### config.mk
export PLATFORM = sky130hd
export DESIGN_NAME = t2mi_sync_controller
export DESIGN_NICKNAME = d
export VERILOG_FILES = /design/src/rtl/t2mi_pps_pkg.sv /design/src/rtl/t2mi_phase_check.sv /design/src/rtl/t2mi_sync_controller.sv
export SDC_FILE = /design/constraint.sdc
export NUM_CORES = 2
export LEC_CHECK = 0
export CAP_MARGIN = 20
export CORE_MARGIN = 2
export CORE_UTILIZATION = 30
export DETAILED_ROUTE_END_ITERATION = 16
export SYNTH_ARGS = -nofsm -noshare
export SYNTH_HDL_FRONTEND = slang
export SYNTH_SLANG_ARGS = --single-unit
### constraint.sdc
create_clock -name clk_100mhz -period 9 [get_ports clk_100mhz]
set_input_delay 1.8 -clock clk_100mhz [delete_from_list [all_inputs] [get_ports clk_100mhz]]
set_output_delay 1.8 -clock clk_100mhz [all_outputs]
set_load 0.02 [all_outputs]
### src/rtl/t2mi_pps_pkg.sv
// rtl/t2mi_pps_pkg.sv - shared widths, lock-state encoding and subsecond scaling for the T2-MI sync path
package t2mi_pps_pkg;

    localparam int SEC_W    = 40;
    localparam int SUBSEC_W = 32;
    localparam int CYC_W    = 27;

    localparam logic [1:0] ST_UNLOCKED = 2'd0;
    localparam logic [1:0] ST_ACQUIRE  = 2'd1;
    localparam logic [1:0] ST_LOCKED   = 2'd2;
    localparam logic [1:0] ST_HOLDOVER = 2'd3;

    // Convert a 2^-32 s fraction into whole clock cycles into the second (floor)
    function automatic logic [CYC_W-1:0] subsec_to_cyc(input logic [SUBSEC_W-1:0] subsec,
                                                        input logic [31:0]         clk_freq_hz);
        return CYC_W'(({32'd0, subsec} * {32'd0, clk_freq_hz}) >> SUBSEC_W);
    endfunction

endpackage

### src/rtl/t2mi_phase_check.sv
// rtl/t2mi_phase_check.sv - two-stage timestamp vs local-second phase comparison pipeline
module t2mi_phase_check
    import t2mi_pps_pkg::*;
#(
    parameter int unsigned CLK_FREQ_HZ   = 100_000_000,
    parameter int unsigned PHASE_TOL_CYC = 100
) (
    input  logic                clk,
    input  logic                rst,
    input  logic                in_valid,
    input  logic [SEC_W-1:0]    in_seconds,
    input  logic [SUBSEC_W-1:0] in_subseconds,
    input  logic                pps_tick,
    input  logic [CYC_W-1:0]    cyc_cnt,
    input  logic [SEC_W-1:0]    pred_sec,
    output logic                busy,
    output logic                out_valid,
    output logic                out_consistent,
    output logic [SEC_W-1:0]    out_seconds,
    output logic [CYC_W-1:0]    out_exp,
    output logic [CYC_W:0]      out_phase_err
);

    localparam logic [CYC_W:0] TOL  = (CYC_W+1)'(PHASE_TOL_CYC);
    localparam logic [31:0]    FREQ = 32'(CLK_FREQ_HZ);

    logic             s1_valid_q, s1_valid_d;
    logic [SEC_W-1:0] s1_sec_q, s1_sec_d, s1_pred_q, s1_pred_d;
    logic [CYC_W-1:0] s1_exp_q, s1_exp_d, s1_meas_q, s1_meas_d;
    logic             s2_valid_q, s2_valid_d, s2_cons_q, s2_cons_d;
    logic [SEC_W-1:0] s2_sec_q, s2_sec_d;
    logic [CYC_W-1:0] s2_exp_q, s2_exp_d;
    logic [CYC_W:0]   perr_q, perr_d, perr, perr_abs;

    // Stage 1: capture expected phase and local cycle count; a coincident tick means second boundary now
    always_comb begin
        s1_valid_d = in_valid;
        s1_sec_d   = s1_sec_q;
        s1_pred_d  = s1_pred_q;
        s1_exp_d   = s1_exp_q;
        s1_meas_d  = s1_meas_q;
        if (in_valid) begin
            s1_sec_d  = in_seconds;
            s1_pred_d = pps_tick ? pred_sec + SEC_W'(1) : pred_sec;
            s1_exp_d  = subsec_to_cyc(in_subseconds, FREQ);
            s1_meas_d = pps_tick ? '0 : cyc_cnt;
        end
    end

    // Stage 2: signed phase error and consistency verdict
    always_comb begin
        perr       = {1'b0, s1_exp_q} - {1'b0, s1_meas_q};
        perr_abs   = perr[CYC_W] ? ((CYC_W+1)'(0) - perr) : perr;
        s2_valid_d = s1_valid_q;
        s2_cons_d  = s2_cons_q;
        s2_sec_d   = s2_sec_q;
        s2_exp_d   = s2_exp_q;
        perr_d     = perr_q;
        if (s1_valid_q) begin
            s2_cons_d = (s1_sec_q == s1_pred_q) && (perr_abs <= TOL);
            s2_sec_d  = s1_sec_q;
            s2_exp_d  = s1_exp_q;
            perr_d    = perr;
        end
    end

    // Pipeline registers
    always_ff @(posedge clk) begin
        if (rst) begin
            s1_valid_q <= 1'b0;
            s1_sec_q   <= '0;
            s1_pred_q  <= '0;
            s1_exp_q   <= '0;
            s1_meas_q  <= '0;
            s2_valid_q <= 1'b0;
            s2_cons_q  <= 1'b0;
            s2_sec_q   <= '0;
            s2_exp_q   <= '0;
            perr_q     <= '0;
        end else begin
            s1_valid_q <= s1_valid_d;
            s1_sec_q   <= s1_sec_d;
            s1_pred_q  <= s1_pred_d;
            s1_exp_q   <= s1_exp_d;
            s1_meas_q  <= s1_meas_d;
            s2_valid_q <= s2_valid_d;
            s2_cons_q  <= s2_cons_d;
            s2_sec_q   <= s2_sec_d;
            s2_exp_q   <= s2_exp_d;
            perr_q     <= perr_d;
        end
    end

    assign busy           = s1_valid_q | s2_valid_q;
    assign out_valid      = s2_valid_q;
    assign out_consistent = s2_cons_q;
    assign out_seconds    = s2_sec_q;
    assign out_exp        = s2_exp_q;
    assign out_phase_err  = perr_q;

endmodule

### src/rtl/t2mi_sync_controller.sv
// rtl/t2mi_sync_controller.sv - T2-MI lock FSM and PPS load handshake; optional PHASE_TRIM_EN adds trim loads in LOCKED
module t2mi_sync_controller
    import t2mi_pps_pkg::*;
#(
    parameter int unsigned CLK_FREQ_HZ    = 100_000_000,
    parameter int unsigned LOCK_COUNT     = 3,
    parameter int unsigned PHASE_TOL_CYC  = 100,
    parameter int unsigned MISS_LIMIT     = 3,
    parameter int unsigned TS_TIMEOUT_PPS = 2,
    parameter int unsigned HOLDOVER_LIMIT = 10
) (
    input  logic                clk_100mhz,
    input  logic                rst,
    input  logic                ts_valid,
    input  logic [SEC_W-1:0]    ts_seconds,
    input  logic [SUBSEC_W-1:0] ts_subseconds,
    input  logic                pps_tick,
    output logic                load_req,
    output logic [SEC_W-1:0]    load_seconds,
    output logic [CYC_W-1:0]    load_phase_cyc,
    input  logic                load_ack,
    output logic                sync_locked,
    output logic                holdover,
    output logic [1:0]          state,
    output logic [CYC_W:0]      phase_err,
    output logic [7:0]          err_count
);

    localparam logic [CYC_W:0] FREQ_CYC = (CYC_W+1)'(CLK_FREQ_HZ);
    localparam logic [7:0]     LOCK_N   = 8'(LOCK_COUNT);
    localparam logic [7:0]     MISS_N   = 8'(MISS_LIMIT);
    localparam logic [7:0]     TO_N     = 8'(TS_TIMEOUT_PPS);
    localparam logic [7:0]     HOLD_N   = 8'(HOLDOVER_LIMIT);

    logic [CYC_W-1:0] cyc_cnt_q, cyc_cnt_d;
    logic [SEC_W-1:0] pred_sec_q, pred_sec_d;
    logic [1:0]       state_q, state_d;
    logic [7:0]       good_q, good_d, miss_q, miss_d, to_cnt_q, to_cnt_d, err_q, err_d;
    logic             load_req_q, load_req_d;
    logic [SEC_W-1:0] load_sec_q, load_sec_d;
    logic [CYC_W-1:0] load_phase_q, load_phase_d;

    logic             chk_busy, chk_valid, chk_consistent;
    logic [SEC_W-1:0] chk_seconds;
    logic [CYC_W-1:0] chk_exp;
    logic [CYC_W:0]   chk_phase_err;
    logic             ts_accept, ts_drop, issue, reject, load_fire, timeout, wrap;
    logic [CYC_W:0]   phase_sum;
    logic [CYC_W-1:0] next_phase;
    logic [SEC_W-1:0] next_sec;
    logic [7:0]       to_next;
    logic [8:0]       err_sum;

    assign ts_accept = ts_valid && !chk_busy && !load_req_q;
    assign ts_drop   = ts_valid && !ts_accept;

    t2mi_phase_check #(
        .CLK_FREQ_HZ  (CLK_FREQ_HZ),
        .PHASE_TOL_CYC(PHASE_TOL_CYC)
    ) u_phase_check (
        .clk           (clk_100mhz),
        .rst           (rst),
        .in_valid      (ts_accept),
        .in_seconds    (ts_seconds),
        .in_subseconds (ts_subseconds),
        .pps_tick      (pps_tick),
        .cyc_cnt       (cyc_cnt_q),
        .pred_sec      (pred_sec_q),
        .busy          (chk_busy),
        .out_valid     (chk_valid),
        .out_consistent(chk_consistent),
        .out_seconds   (chk_seconds),
        .out_exp       (chk_exp),
        .out_phase_err (chk_phase_err)
    );

    // Load target: advance by the 3-cycle decision latency, rolling into the next second on wrap
    always_comb begin
        phase_sum  = {1'b0, chk_exp} + (CYC_W+1)'(3);
        wrap       = (phase_sum >= FREQ_CYC);
        next_phase = wrap ? CYC_W'(phase_sum - FREQ_CYC) : phase_sum[CYC_W-1:0];
        next_sec   = chk_seconds + SEC_W'(wrap);
    end

    // Lock FSM: a timestamp decision always takes precedence over a tick timeout
    always_comb begin
        state_d = state_q;
        good_d  = good_q;
        miss_d  = miss_q;
        issue   = 1'b0;
        reject  = 1'b0;
        to_next = (to_cnt_q == 8'hFF) ? to_cnt_q : to_cnt_q + 8'd1;
        timeout = pps_tick && (to_next >= ((state_q == ST_HOLDOVER) ? HOLD_N : TO_N));
        case (state_q)
            ST_UNLOCKED: begin
                if (chk_valid) begin
                    issue   = 1'b1;
                    state_d = ST_ACQUIRE;
                    good_d  = '0;
                end
            end
            ST_ACQUIRE: begin
                if (chk_valid) begin
                    if (chk_consistent) begin
                        good_d = good_q + 8'd1;
                        if (good_q + 8'd1 == LOCK_N) begin
                            state_d = ST_LOCKED;
                            miss_d  = '0;
                        end
                    end else begin
                        reject = 1'b1;
                        issue  = 1'b1;
                        good_d = '0;
                    end
                end else if (timeout) begin
                    state_d = ST_UNLOCKED;
                end
            end
            ST_LOCKED: begin
                if (chk_valid) begin
                    if (chk_consistent) begin
                        miss_d = '0;
`ifdef PHASE_TRIM_EN
                        if (chk_phase_err != '0) issue = 1'b1;
`endif
                    end else begin
                        reject = 1'b1;
                        if (miss_q + 8'd1 == MISS_N) begin
                            state_d = ST_UNLOCKED;
                            miss_d  = '0;
                        end else begin
                            miss_d = miss_q + 8'd1;
                        end
                    end
                end else if (timeout) begin
                    state_d = ST_HOLDOVER;
                end
            end
            default: begin
                if (chk_valid) begin
                    if (chk_consistent) begin
                        state_d = ST_LOCKED;
                        miss_d  = '0;
                    end else begin
                        issue   = 1'b1;
                        state_d = ST_ACQUIRE;
                        good_d  = '0;
                    end
                end else if (timeout) begin
                    state_d = ST_UNLOCKED;
                end
            end
        endcase
    end

    // Counters, predicted second, handshake and error tally
    always_comb begin
        load_fire = issue && !load_req_q;

        cyc_cnt_d = cyc_cnt_q;
        if (pps_tick) cyc_cnt_d = '0;
        else if (cyc_cnt_q != '1) cyc_cnt_d = cyc_cnt_q + CYC_W'(1);

        pred_sec_d = pred_sec_q;
        if (load_fire) pred_sec_d = next_sec;
        else if (pps_tick) pred_sec_d = pred_sec_q + SEC_W'(1);

        to_cnt_d = to_cnt_q;
        if (chk_valid || (state_d != state_q)) to_cnt_d = '0;
        else if (pps_tick) to_cnt_d = to_next;

        load_req_d   = load_req_q;
        load_sec_d   = load_sec_q;
        load_phase_d = load_phase_q;
        if (load_req_q && load_ack) load_req_d = 1'b0;
        if (load_fire) begin
            load_req_d   = 1'b1;
            load_sec_d   = next_sec;
            load_phase_d = next_phase;
        end

        err_sum = {1'b0, err_q} + {8'd0, ts_drop} + {8'd0, reject};
        err_d   = err_sum[8] ? 8'hFF : err_sum[7:0];
    end

    // State registers
    always_ff @(posedge clk_100mhz) begin
        if (rst) begin
            cyc_cnt_q    <= '0;
            pred_sec_q   <= '0;
            state_q      <= ST_UNLOCKED;
            good_q       <= '0;
            miss_q       <= '0;
            to_cnt_q     <= '0;
            err_q        <= '0;
            load_req_q   <= 1'b0;
            load_sec_q   <= '0;
            load_phase_q <= '0;
        end else begin
            cyc_cnt_q    <= cyc_cnt_d;
            pred_sec_q   <= pred_sec_d;
            state_q      <= state_d;
            good_q       <= good_d;
            miss_q       <= miss_d;
            to_cnt_q     <= to_cnt_d;
            err_q        <= err_d;
            load_req_q   <= load_req_d;
            load_sec_q   <= load_sec_d;
            load_phase_q <= load_phase_d;
        end
    end

    assign load_req       = load_req_q;
    assign load_seconds   = load_sec_q;
    assign load_phase_cyc = load_phase_q;
    assign state          = state_q;
    assign sync_locked    = (state_q == ST_LOCKED);
    assign holdover       = (state_q == ST_HOLDOVER);
    assign phase_err      = chk_phase_err;
    assign err_count      = err_q;

endmodule
**Word level (Yosys, flattened, before mapping)**

Cells that the tools add are included.

- Magnitude comparators: 3
- $add $sub $neg: 12
- Multiply operators: 1
- Eq/ne operators: 12
- Reduce and logical (&&, ||, !) cells: 19
- Multiplexer cells: 42
- Bitwise gates (word level): 3

Operators with widths:

| operator | number |
|---|---|
| $mux 8 | 15 |
| $mux 40 | 2 |
| $mux 27 | 2 |
| $mul 32x19->51 const B | 1 |
| $pmux 8 s3 | 2 |
| $add 40x1->40 | 1 |
| $add 40x1->40 const B | 1 |
| $eq 40x40->1 | 1 |
| $add 27x2->28 const B | 1 |
| $ge 28x27->1 const B | 1 |
| $le 28x7->1 const B | 1 |
| $mux 28 | 1 |
| $sub 1x28->28 const A | 1 |
| $sub 27x27->28 | 1 |
| $add 27x1->27 const B | 1 |
| $ne 27x27->1 const B | 1 |
| $sub 27x27->27 const B | 1 |
| $add 8x1->8 const B | 3 |
| $mux 2 | 11 |
| $eq 8x2->1 const B | 2 |
| $add 8x1->9 | 1 |
| $add 9x1->9 | 1 |
| $eq 8x8->1 const B | 1 |
| $ge 8x4->1 | 1 |
| 20 further kinds | 38 |

- Input port bits: 77
- Flip-flop bits (word level): 401
- Word-level logic and storage cells: 112

**Logic depth before layout (Yosys ltp)**

- Word-level depth: 10
- Mapped depth: 29

**Cells and area by module**

A second synthesis with hierarchy kept.

- Cells, all modules: 3618
- Area total of the unflattened synthesis: 32260.9 um^2

Modules (own cells, without submodules):

| module | seq. area each (um^2) | instances | area each (um^2) | cells each |
|---|---|---|---|---|
| t2mi_phase_check | 4644.5 | 1 | 22402.7 | 2376 |
| t2mi_sync_controller | 3383.2 | 1 | 9858.2 | 1242 |

**Worst setup path after synthesis**

No wires, ideal clock.

- Path type: input-to-reg
- Start: in ts_subseconds[5]
- End: reg u_phase_check.s1_exp_q[26]
- Arrival: 7.637 ns
- Stages on the path: 22
- Data required time: 8.878 ns
- Path buffers: 0
- Setup slack: 1.241 ns
- Path through: inv_1 fa_1 fa_1 inv_1 fa_1 fa_1 fa_1 inv_1 fa_1 inv_1 ha_1 and4_1 a41oi_1 o2111ai_1 a31oi_1 o21ai_0 a311oi_1 o31ai_1 nand2_1 a31o_2 xnor2_1 o21ai_0

- Longest elaborated chain between the ends: 1

RTL lines:

| item | RTL line | source |
|---|---|---|
| start: declaration | t2mi_sync_controller.sv:16 | `input logic [SUBSEC_W-1:0] ts_subseconds,` |
| $mul 32x19->51 | t2mi_pps_pkg.sv:16 | `return CYC_W'(({32'd0, subsec} * {32'd0, clk_freq_hz}) >> SUBSEC_W);` |
| end signal: assignment | t2mi_phase_check.sv:84 | `s1_exp_q <= s1_exp_d;` |
| end: declaration | t2mi_phase_check.sv:29 | `logic [CYC_W-1:0] s1_exp_q, s1_exp_d, s1_meas_q, s1_meas_d;` |

Every way passes these cells.
A chain may end at the register's enable or synchronous reset.

**Final worst setup path**

- Start: in ts_subseconds[7]
- End: reg u_phase_check.s1_exp_q[22]

The elaborated chain is that of the path after synthesis.

==> reports/qor.txt <==
Outcome - finished clean
Min Tclk post-route - 8.32 ns
Hold depth - 2
Synth Instances - 3584
Vias in the first global route - 24600
Startpoint class of the critical path - input port
Async set or reset register ratio after synthesis - 0%
GRT Resource Usage Total - 15.8%
Leakage power - 15.4 nW
Critical path class - in2reg
Num ports - 185
CTS clock-pin slew for the worst setup and hold paths - 0.06 ns
Worst EP required - 9.51 ns
FF+latch count, synth - 401
CTS resizes - 0
Core area - 104000 um^2
Initial Util - 30.3%
CTS tree - built
Final setup viols - 0
Top-area cell type share of the netlist area - 25.5%
Largest area contributor in the netlist - dfxtp_1
Placement Cell Area - 34700 um^2
Number of CTS-inserted buffers - 47
Largest net degree at the start of global routing - 96
Most common cell in the netlist - inv_1
Pre-CTS setup slack - 0.166 ns
Initial antenna violation count - 1
YS warnings - 0
Die width - 328 um
CP Data Arrival Time - 8.83 ns
RSZ-0062 raised after global routing - no
Syn avg cell area - 8.77 um^2
CP Capture Type - flop
Post-route cell area - 36300 um^2
Synth top area cells - dfxtp_1, fa_1, ha_1
DR vias/cell - 4.80
Fraction of layout cells with a size suffix above 1 - 4.34%
Clk buf depth - 3
Sink Count - 401
Grt total ovfl - 0
Drt wl/cell - 16.4 um
Post-synth EDFFs - 0
H-tree depth - 2
R2R cell count - 23
Cell area after synthesis - 31400 um^2
Synth cell types - 93
Setup_tns - 0 ns
Hold_buf cts - 0
Max Cap Viol - 0
Cell Pwr Density - 380 nW/um^2
Fmax - 120 MHz
Post-detail-place hpwl - 66.4 mm
Cell Count, Final, Fillers Out - 5117
Die Ht - 328 um
Period utilisation layout - 92.4%
RePlAce Congestion - 0.896
Max VDD drop - 0.563 mV
DP Cell Count - 5030
Critical path fanouts, max - 6
Die area - 107000 um^2
Root Buffer - clkbuf_16
First-pass GRT wire length - 137 mm
Top_reg_cell synth - dfxtp_1
Post-route ant nets - 0
Hold crit path type - reg2reg
Setup bufs post-CTS - 0
Setup ws final - 0.684 ns
Area Growth Syn to Fin - 15.4%
TritonRoute pass-1 iters - 7
Max Slew Vio Count - 0
ANT cells - 0
Post-synth top cells - inv_1, dfxtp_1, nor2_1
# DRC - 0
Routed wire length - 84.1 mm
Slew headroom - 36.0%
Fin nets - 4316
Via count - 24600
Final cell utilization of the core - 35.0%
Std-Cell Rows - 118
DR iter-0 viols - 1436
Setup Skew - 0.0191 ns
Port Buffers - 184
Clk_lat worst skew - 0.60 ns
Mapped Nets - 4201
Hold Violations, Final - 0
Post-synthesis sequential area ratio - 25.5%
Filler Cells Inserted - 10700
Slew @ Worst Pin - 0.959 ns
[stage by stage]
stage | total power, mW | hold WS [ns]
3_3_place_gp | 11.8 | 0.439
5_1_grt | 15.4 | 0.465
4_1_cts | 13.9 | 0.451
2_1_floorplan | 9.52 | 0.432
3_5_place_dp | 11.9 | 0.443
6_report | 13.8 | 0.450
[metal layers]
layer  GRT usage [%]  wire [um]  vias up
li1                -          -    12200
met1            21.8      40000    11900
met2            25.9      38500      375
met3            2.84       4010       86
met4            3.11       1550        2
met5               0         13        -
[cell usage in the layout, fill, tap and decap left out, types with 21 or more instances in the layout]
master	count
xnor2_1	110
buf_4	31
a31oi_1	23
nand3_1	82
a211oi_1	69
xor2_1	150
nand4_1	46
clkdlybuf4s50_1	183
dfxtp_1	400
nand2_1	301
clkbuf_16	48
nor2b_1	21
a21o_1	76
and3_1	42
o21ai_0	70
fa_1	268
mux2i_1	96
nor3_1	39
inv_1	449
nor2_1	338
a21oi_1	265
ha_1	272
nand3b_1	33
[report_power, final]
group	total, mW	internal [mW]	switching, mW	leakage [nW]
Sequential	2.05	1.91	0.136	3.26
Clock	1.96	1.15	0.814	0.772
Combinational	9.80	4.25	5.55	11.3
[registers in the layout (all words and copies together) (netlist names), 28 cells and up]
register	count
u_phase_check.s1_sec_q	40
u_phase_check.out_phase_err	28
u_phase_check.s1_pred_q	40
u_phase_check.out_seconds	40
pred_sec_q	40
load_seconds	40
[worst paths after layout]
kind                                end                  startpoint  slack (ns)
min reg2reg  u_phase_check.s1_meas_q[2]  u_phase_check.s1_meas_q[2]        0.45
max          u_phase_check.s1_exp_q[22]            ts_subseconds[7]        0.68
min          u_phase_check.s1_meas_q[2]  u_phase_check.s1_meas_q[2]        0.45
max reg2reg              pred_sec_q[39]    u_phase_check.out_exp[0]        2.18
[layout make-up]
class / instances / area [um^2] / area share (%)
clock buffer: 63 / 1350 / 3.71
clock inverter: 24 / 263 / 0.724
inverter: 450 / 1690 / 4.66
multi-input combinational: 2584 / 21100 / 58.3
timing repair buffer: 215 / 2080 / 5.73
tap: 1380 / 1730 / 4.76
sequential: 401 / 8030 / 22.1
[worst max-delay path, cell delays in order]
cell and delay, ns:
clkdlybuf4s50_1 0.56, buf_4 0.24, ha_1 0.34, fa_1 0.55, inv_1 0.05, fa_1 0.50
inv_1 0.05, fa_1 0.47, fa_1 0.55, inv_1 0.06, fa_1 0.52, inv_1 0.04
ha_1 0.31, a21oi_1 0.17, nand2b_1 0.07, a211oi_1 0.45, o2111ai_1 0.20, buf_4 0.18
a31oi_1 0.23, o21ai_0 0.19, a311oi_1 0.33, buf_4 0.19, o31ai_1 0.07, buf_4 0.15
a21oi_1 0.17, xnor2_1 0.15, nand2_1 0.07, a21oi_1 0.16
[logic make-up after synthesis]
| family | count (synthesis) | synth area share [%] |
|---|---|---|
| AND/OR/NAND/NOR | 1040 | 15.9 |
| AO/OA/AOI/OAI | 643 | 12.9 |
| buffers and inverters | 599 | 7.33 |
| adder cells (fa/ha/maj) | 541 | 27.9 |
| flip-flops | 401 | 25.5 |
| XOR/XNOR | 260 | 7.24 |
| multiplexers | 100 | 3.21 |
Power figures use the tool's default switching activity.
